**src/rtl/jeff_74x181_nibble_sequencer_pkg.sv**
```systemverilog
// rtl/jeff_74x181_nibble_sequencer_pkg.sv - shared defs for the nibble-serial 74x181 ALU
// State encodings, 74x181 select constants and carry polarity.
package jeff_74x181_nibble_sequencer_pkg;

  typedef enum logic [1:0] {
    IDLE = 2'b00,
    RUN  = 2'b01,
    DONE = 2'b10
  } state_t;

  localparam logic [3:0] S_NOT_A             = 4'b0000;
  localparam logic [3:0] S_A_XOR_B           = 4'b0110;
  localparam logic [3:0] S_A_PLUS_B          = 4'b1001;
  localparam logic [3:0] S_A_MINUS_B_MINUS_1 = 4'b0110;
  localparam logic [3:0] S_B                 = 4'b1010;

  localparam logic CARRY_NONE = 1'b1;

endpackage

```
**src/rtl/jeff_74x181.sv**
```systemverilog
// rtl/jeff_74x181.sv - combinational 4-bit 74x181 ALU slice, active-high data
// Carry in/out use the chip's active-low polarity; AEQB is the AND of all F bits.
module jeff_74x181 (
  input  logic [3:0] a,
  input  logic [3:0] b,
  input  logic [3:0] s,
  input  logic       m,
  input  logic       cn,
  output logic [3:0] f,
  output logic       co,
  output logic       aeqb
);

  logic [3:0] p;
  logic [3:0] q;
  logic [4:0] sum;

  // Every arithmetic row of the function table is P + Q + carry; logic rows are XNOR(P, Q).
  assign p    = a | (b & {4{s[0]}}) | (~b & {4{s[1]}});
  assign q    = (a & ~b & {4{s[2]}}) | (a & b & {4{s[3]}});
  assign sum  = {1'b0, p} + {1'b0, q} + {4'b0000, ~cn};
  assign f    = m ? ~(p ^ q) : sum[3:0];
  assign co   = ~sum[4];
  assign aeqb = &f;

endmodule

```
**src/rtl/jeff_74x181_nibble_sequencer.sv**
```systemverilog
// rtl/jeff_74x181_nibble_sequencer.sv - WIDTH-bit ALU, one 74x181 nibble per clock, LSB first
// Optional ALU_SEQ_ACCUMULATE_EN adds acc_sel to take operand A from the result register.
module jeff_74x181_nibble_sequencer
  import jeff_74x181_nibble_sequencer_pkg::*;
#(
  parameter int WIDTH = 16
) (
  input  logic             clk,
  input  logic             rst,
  input  logic             start,
`ifdef ALU_SEQ_ACCUMULATE_EN
  input  logic             acc_sel,
`endif
  input  logic [WIDTH-1:0] a,
  input  logic [WIDTH-1:0] b,
  input  logic [3:0]       s,
  input  logic             m,
  input  logic             cin,
  output logic             busy,
  output logic             done,
  output logic [WIDTH-1:0] result,
  output logic             cout,
  output logic             aeqb
);

  localparam int NIBBLES = WIDTH / 4;
  localparam int IDX_W   = (NIBBLES > 1) ? $clog2(NIBBLES) : 1;
  localparam logic [IDX_W-1:0] IDX_LAST = IDX_W'(NIBBLES - 1);

  state_t           state_q, state_d;
  logic [WIDTH-1:0] a_q, a_d, b_q, b_d, result_q, result_d;
  logic [3:0]       s_q, s_d;
  logic             m_q, m_d;
  logic             carry_q, carry_d;
  logic [IDX_W-1:0] idx_q, idx_d;
  logic             aeqb_acc_q, aeqb_acc_d;
  logic             busy_q, busy_d, done_q, done_d, cout_q, cout_d, aeqb_q, aeqb_d;

  logic [3:0] slice_f;
  logic       slice_co;
  logic       slice_aeqb;

  jeff_74x181 u_slice (
    .a    (a_q[{idx_q, 2'b00} +: 4]),
    .b    (b_q[{idx_q, 2'b00} +: 4]),
    .s    (s_q),
    .m    (m_q),
    .cn   (carry_q),
    .f    (slice_f),
    .co   (slice_co),
    .aeqb (slice_aeqb)
  );

  always_comb begin
    state_d    = state_q;
    a_d        = a_q;
    b_d        = b_q;
    s_d        = s_q;
    m_d        = m_q;
    carry_d    = carry_q;
    idx_d      = idx_q;
    aeqb_acc_d = aeqb_acc_q;
    result_d   = result_q;
    busy_d     = busy_q;
    done_d     = 1'b0;
    cout_d     = cout_q;
    aeqb_d     = aeqb_q;
    case (state_q)
      IDLE: begin
        if (start) begin
`ifdef ALU_SEQ_ACCUMULATE_EN
          a_d = acc_sel ? result_q : a;
`else
          a_d = a;
`endif
          b_d        = b;
          s_d        = s;
          m_d        = m;
          carry_d    = cin;
          idx_d      = '0;
          aeqb_acc_d = 1'b1;
          busy_d     = 1'b1;
          state_d    = RUN;
        end
      end
      RUN: begin
        // Carry goes straight back into the next nibble: both ends use the chip polarity.
        result_d[{idx_q, 2'b00} +: 4] = slice_f;
        carry_d    = slice_co;
        aeqb_acc_d = aeqb_acc_q & slice_aeqb;
        if (idx_q == IDX_LAST) begin
          state_d = DONE;
        end else begin
          idx_d = idx_q + IDX_W'(1);
        end
      end
      DONE: begin
        done_d  = 1'b1;
        cout_d  = carry_q;
        aeqb_d  = aeqb_acc_q;
        busy_d  = 1'b0;
        state_d = IDLE;
      end
      default: state_d = IDLE;
    endcase
  end

  always_ff @(posedge clk) begin
    if (rst) begin
      state_q    <= IDLE;
      a_q        <= '0;
      b_q        <= '0;
      s_q        <= '0;
      m_q        <= 1'b0;
      carry_q    <= CARRY_NONE;
      idx_q      <= '0;
      aeqb_acc_q <= 1'b0;
      result_q   <= '0;
      busy_q     <= 1'b0;
      done_q     <= 1'b0;
      cout_q     <= CARRY_NONE;
      aeqb_q     <= 1'b0;
    end else begin
      state_q    <= state_d;
      a_q        <= a_d;
      b_q        <= b_d;
      s_q        <= s_d;
      m_q        <= m_d;
      carry_q    <= carry_d;
      idx_q      <= idx_d;
      aeqb_acc_q <= aeqb_acc_d;
      result_q   <= result_d;
      busy_q     <= busy_d;
      done_q     <= done_d;
      cout_q     <= cout_d;
      aeqb_q     <= aeqb_d;
    end
  end

  assign busy   = busy_q;
  assign done   = done_q;
  assign result = result_q;
  assign cout   = cout_q;
  assign aeqb   = aeqb_q;

endmodule

```
**config.mk**
```make
export PLATFORM = sky130hd
export DESIGN_NAME = jeff_74x181_nibble_sequencer
export DESIGN_NICKNAME = d
export VERILOG_FILES = /design/src/rtl/jeff_74x181_nibble_sequencer_pkg.sv /design/src/rtl/jeff_74x181.sv /design/src/rtl/jeff_74x181_nibble_sequencer.sv
export SDC_FILE = /design/constraint.sdc
export NUM_CORES = 1
export LEC_CHECK = 0
export CAP_MARGIN = 20
export CORE_ASPECT_RATIO = 1.75
export CORE_MARGIN = 4
export CORE_UTILIZATION = 40
export DETAILED_ROUTE_END_ITERATION = 12
export HOLD_SLACK_MARGIN = 0.02
export PLACE_DENSITY = 0.71
export SYNTH_ARGS = -nofsm -noshare
export SYNTH_HDL_FRONTEND = slang
export SYNTH_SLANG_ARGS = --single-unit
```
**constraint.sdc**
```tcl
create_clock -name clk -period 3.46 [get_ports clk]
set_input_delay 0.692 -clock clk [delete_from_list [all_inputs] [get_ports clk]]
set_output_delay 0.692 -clock clk [all_outputs]
set_load 0.01 [all_outputs]
```
# Word level (Yosys, flattened, before mapping)
# Cells that the tools add are included.
[totals] wordCells=65 regBits=63 inputBits=41
[op_classes] bitwise=15 n_mux=14 shifts=4 n_eq_ne=6 n_reduce_logical=9 addsub=4
[ops] operator="16-bit by 5-bit indexed part select with 4-bit output" count=2
[ops] operator="4-bit bitwise AND" count=6
[ops] operator="16-bit bitwise mux" count=1
[ops] operator="4-bit by 6-bit variable shift with 16-bit output, first input constant" count=1
[ops] operator="4-bit by 6-bit indexed part select with 16-bit output" count=1
[ops] operator="4-bit OR" count=3
[ops] operator="2-bit two-way mux" count=4
[ops] operator="4-bit inverter" count=2
[ops] operator="2-bit one-hot mux with 2 select lines" count=2
[ops] operator="2-bit AND reduction" count=4
[ops] operator="2-bit != test, second input constant" count=3
[ops] operator="4-bit negation with 6-bit output" count=1
[ops] operator="1-bit one-hot mux with 2 select lines" count=3
[ops] operator="4-bit by 4-bit adder with 5-bit output" count=1
[ops] operator="5-bit by 1-bit adder with 5-bit output" count=1
[ops] operator="2-bit == test, second input constant" count=2
[ops] operator="4-bit two-way mux" count=1
[ops] operator="4-bit AND reduction" count=1
[ops] operator="2-bit nonzero test" count=2
[ops] operator="4-bit XOR" count=1
[ops] operator="1-bit two-way mux" count=3
[ops] operator="3-bit AND reduction" count=1
[ops] operator="2-bit by 1-bit adder with 2-bit output, second input constant" count=1
[ops] operator="2-bit by 1-bit == test with 1-bit output, second input constant" count=1
[ops] operator="other kinds (3)" count=4

# Depth between registers and ports, before layout
[logic_depth] word_depth=11 mapped_depth=12 ltp_nobuf=11

# Cells and area by module
# From an unflattened synthesis, not the netlist that was laid out.
[unflattened] cells_unflattened=313 hier_area_um2=2864.0
[by_module_without_submodules] mod="jeff_74x181_nibble_sequencer" area_per_inst_um2=2526.2 instances=1 cells_each=271 seq_area_each_um2=1261.2
[by_module_without_submodules] mod="jeff_74x181" area_per_inst_um2=337.8 instances=1 cells_each=42 seq_area_each_um2=0.0

# Least setup slack after synthesis
# Ideal clock, no wire load.
[synth_path] path_kind="register to register" from="register idx_q[0]" to="register result_q[5] (netlist: result[5])" arrival_ns=2.668 slack_ns=0.665 path_buffers=0 required_ns=3.332 stages_incl_launch_ff=11 cell_sequence="dfxtp_1 -> mux4_1 -> mux2i_1 -> nand2b_1 -> fa_1 -> inv_1 -> fa_1 -> nor2_1 -> a21oi_1 -> a22oi_1 -> nor2_1"
[synth_via] elab_chain_cells=10
[synth_lines] item="start: declaration" line="jeff_74x181_nibble_sequencer.sv:35" text="logic [IDX_W-1:0] idx_q, idx_d;"
[synth_lines] item="start signal: assignment" line="jeff_74x181_nibble_sequencer.sv:130" text="idx_q <= idx_d;"
[synth_lines] item="16-bit by 5-bit indexed part select with 4-bit output" line="jeff_74x181_nibble_sequencer.sv:45" text=".b (b_q[{idx_q, 2'b00} +: 4]),"
[synth_lines] item="4-bit inverter" line="jeff_74x181.sv:19, jeff_74x181.sv:20"
[synth_lines] item="4-bit bitwise AND (2 in a row)" line="jeff_74x181.sv:20" text="assign q = (a & ~b & {4{s[2]}}) | (a & b & {4{s[3]}});"
[synth_lines] item="4-bit OR" line="jeff_74x181.sv:20"
[synth_lines] item="4-bit by 4-bit adder with 5-bit output or 4-bit XOR (tied branches)" line="jeff_74x181.sv:21, jeff_74x181.sv:22"
[synth_lines] item="5-bit by 1-bit adder with 5-bit output or 4-bit inverter (tied branches)" line="jeff_74x181.sv:21, jeff_74x181.sv:22"
[synth_lines] item="4-bit two-way mux" line="jeff_74x181.sv:22" text="assign f = m ? ~(p ^ q) : sum[3:0];"
[synth_lines] item="4-bit by 6-bit indexed part select with 16-bit output" line="jeff_74x181_nibble_sequencer.sv:88" text="result_d[{idx_q, 2'b00} +: 4] = slice_f;"
[synth_lines] item="16-bit bitwise mux (*)" line="jeff_74x181_nibble_sequencer.sv:88"
[synth_lines] item="end signal: assignment" line="jeff_74x181_nibble_sequencer.sv:132" text="result_q <= result_d;"
[synth_lines] item="end: declaration" line="jeff_74x181_nibble_sequencer.sv:31" text="logic [WIDTH-1:0] a_q, a_d, b_q, b_d, result_q, result_d;"
# Mark *: on every way between the ends. The rest lies on a longest branch, timed or not.
# A chain may end at the register's enable or synchronous reset.

# Worst setup path in the final report
# Same ends and word-level chain as after synthesis.

==> results_dict.tcl <==
set metrics [dict create \
    seq_area_um2 1260 \
    drive_gt1_share_pct 6.22 \
    drv_cap 0 \
    cts-root-buf "clkbuf_16" \
    synth_top_family_by_area "simple AND/OR/NAND/NOR gates" \
    start_util_pct 41.5 \
    critPathBufInv 1 \
    crit_end "result[5]" \
    clk_path_buf_depth 2 \
    hold_path_class "flip-flop to flip-flop" \
    drt_pre_antenna_iters 4 \
    fin_cells 470 \
    final_util_pct 54.7 \
    power_mw 1.81 \
    path_clk_slew_ns 0.05 \
    hold_violations 0 \
    setup-violations-final 0 \
    path_cells "buf_4 -> mux4_1 -> a211o_1 -> fa_1 -> nor2_1 -> a21oi_1 -> a22oi_1 -> nor2_1" \
    insertion_delay_ns 0.32 \
    die_h_um 120 \
    place.detailed.hpwl_um 4800 \
    diodes 0 \
    gr-total-overflow 0 \
    dp_slack_ns 0.554 \
    r2r_slack_ns 0.52 \
    slowest_stage "mux4_1" \
    ys.flop_type "dfxtp_1" \
    synth.net_count 378 \
    portBuffers 60 \
    core-area_um2 6910 \
    cpPeakStageDelay_ns 0.66 \
    peakVddDrop_uv 273 \
    antenna_found_initial 0 \
    crit_family "compound AO/OA/AOI/OAI gates" \
    cp-start-kind "flip-flop" \
    synthDistinctLibCells 32 \
    wire_per_inst_um 13.9 \
    dp_cells 455 \
    syn_inst 325 \
    postRouteAntennaNets 0 \
    cts_tree "built" \
    synth_compound_area_share_pct 14.6 \
    period_share_pct 85.0 \
    grt_max_degree 53 \
    layout_setup_ws_ns 0.519 \
    ys_ff_latch 63 \
    p_per_area_nw_per_um2 479 \
    multi_input_area_um2 1500 \
    endpoint_kind "flip-flop" \
    drt_iter0_markers 141 \
    setup-tns-final_ns 0 \
    clock_skew_ns 0.00745 \
    totalWireLength_um 6520 \
    grt_pass1_wl_um 10700 \
    flow.area_growth_from_synthesis_pct 31.7 \
    via_count 2410 \
    yosys_warnings 0 \
    regToRegStartpoint "idx_q[0]" \
    crit_path_max_fanout 15 \
    r2r_end "result[5]" \
    min_period_ns 2.94 \
    yosys.area_share.simple_pct 21.7 \
    finalMaxSlewViolations 0 \
    grt_usage_pct 15.7 \
    rsz0062_at_grt "no" \
    cts_setup_buffers 0 \
    critPathLaunch "idx_q[0]" \
    grt_pass1_vias 2402 \
    dieWidth_um 72.0 \
    numCtsBuffers 9 \
    synth_sequential_area_ratio_pct 44.0 \
    syn-mean-instance-area_um2 8.82 \
    cp.required_ns 3.70 \
    cp.depth 8 \
    mostFrequentLayoutCell "nand2_1" \
    fill_cells 655 \
    numClockSinks 63 \
    synthMuxAreaShare_pct 9.25 \
    relSlewSlack_pct 42.5 \
    leakagePower_nw 1.45 \
    gp_congestion 0.805 \
    via_per_inst 5.13 \
    ys_async_sr_fraction_pct 0 \
    synth_edf_count 0 \
    fin_nets 435 \
    rows 40 \
    critical_path_class "flip-flop to flip-flop" \
    netlist_area_um2 2870 \
    fmax_mhz 340 \
    hold_buffers 0 \
    worst_path_most_repeated_cell "nor2_1" \
    synth_xor_area_share_pct 0.611 \
    r2r_cells 8 \
    htreeDepth 3 \
    worst_pin_slew_ns 0.863 \
    run_status "finished clean" \
    io_pins 61 \
    synth_adder_area_share_pct 5.76 \
    die_area_um2 8640 \
    final_cell_mix "nand2_1, dfxtp_1, clkdlybuf4s50_1" \
    cp.arrival_ns 3.18 \
    drc 0 \
    post_cts_resized 0 \
]
-- cell usage after synthesis, types with 7 or more instances --
| cell | n | share of area (%) |
|---|---|---|
| a21oi_1 | 42 | 7.3 |
| a22oi_1 | 13 | 3.4 |
| buf_2 | 9 | 1.6 |
| clkbuf_1 | 8 | 1.0 |
| dfxtp_1 | 63 | 44 |
| ha_1 | 10 | 4.4 |
| inv_1 | 8 | 1.0 |
| mux2i_1 | 7 | 2.4 |
| nand2_1 | 84 | 11 |
| nor2_1 | 20 | 2.6 |
| nor2b_1 | 10 | 2.2 |
-- sequential cells by signal, summed over array words and instances (netlist names) --
register and flops:
carry_q 1, state_q 2, m_q 1, a_q 16
cout 1, busy 1, b_q 16, s_q 4
aeqb 1, aeqb_acc_q 1, idx_q 2, result 16
done 1
-- logic make-up after synthesis --
| group | Yosys count |
|---|---|
| adder cells (fa/ha/maj) | 12 |
| AO/OA/AOI/OAI | 71 |
| flip-flops | 63 |
| AND/OR/NAND/NOR | 136 |
| multiplexers | 15 |
| XOR/XNOR | 2 |
| buffers and inverters | 26 |
-- metal layers --
layer	part of all wire, %	vias up	GRT usage [%]
met5	0	-	0
met4	2.2	0	6.59
met3	2.9	10	3.35
met2	56	39	29.6
met1	38	1135	16.1
li1	-	1226	-
-- power breakdown --
part	switching, mW	leakage, nW	total, mW	internal [mW]
sequential	0.0247	0.515	0.787	0.762
combinational	0.130	0.809	0.251	0.121
clock	0.274	0.127	0.772	0.498
total	0.429	1.45	1.81	1.38
-- worst register-to-register path: stages, from the launching register on --
cell and delay, ns:
dfxtp_1 0.35, buf_4 0.25, mux4_1 0.66, a211o_1 0.37, fa_1 0.53, nor2_1 0.04
a21oi_1 0.38, a22oi_1 0.17, nor2_1 0.11
-- worst min-delay path by stage --
stage | start | endpoint | slack, ns | depth (start not counted)
after floorplan | a_q[6] | a_q[6] | 0.43 | 2
after global placement | b_q[14] | b_q[14] | 0.44 | 2
after detailed placement | b_q[4] | b_q[4] | 0.44 | 2
after CTS | b_q[10] | b_q[10] | 0.45 | 2
after global routing | b_q[6] | b_q[6] | 0.47 | 2
final | b_q[2] | b_q[2] | 0.45 | 2
-- through the flow --
stage | cell area [µm²] | hold slack (ns)
2_1_floorplan | 2870 | 0.432
3_3_place_gp | 3520 | 0.439
3_5_place_dp | 3520 | 0.443
4_1_cts | 3780 | 0.453
5_1_grt | 3780 | 0.472
6_report | 3780 | 0.453
-- cell type report --
class | instances | area share (%)
multi-input combinational | 236 | 39.6
sequential | 63 | 33.4
timing repair buffer | 64 | 16.6
clock buffer | 14 | 6.73
tap | 84 | 2.78
inverter | 8 | 0.795
clock inverter | 1 | 0.133
Power figures use the tool's default switching activity.
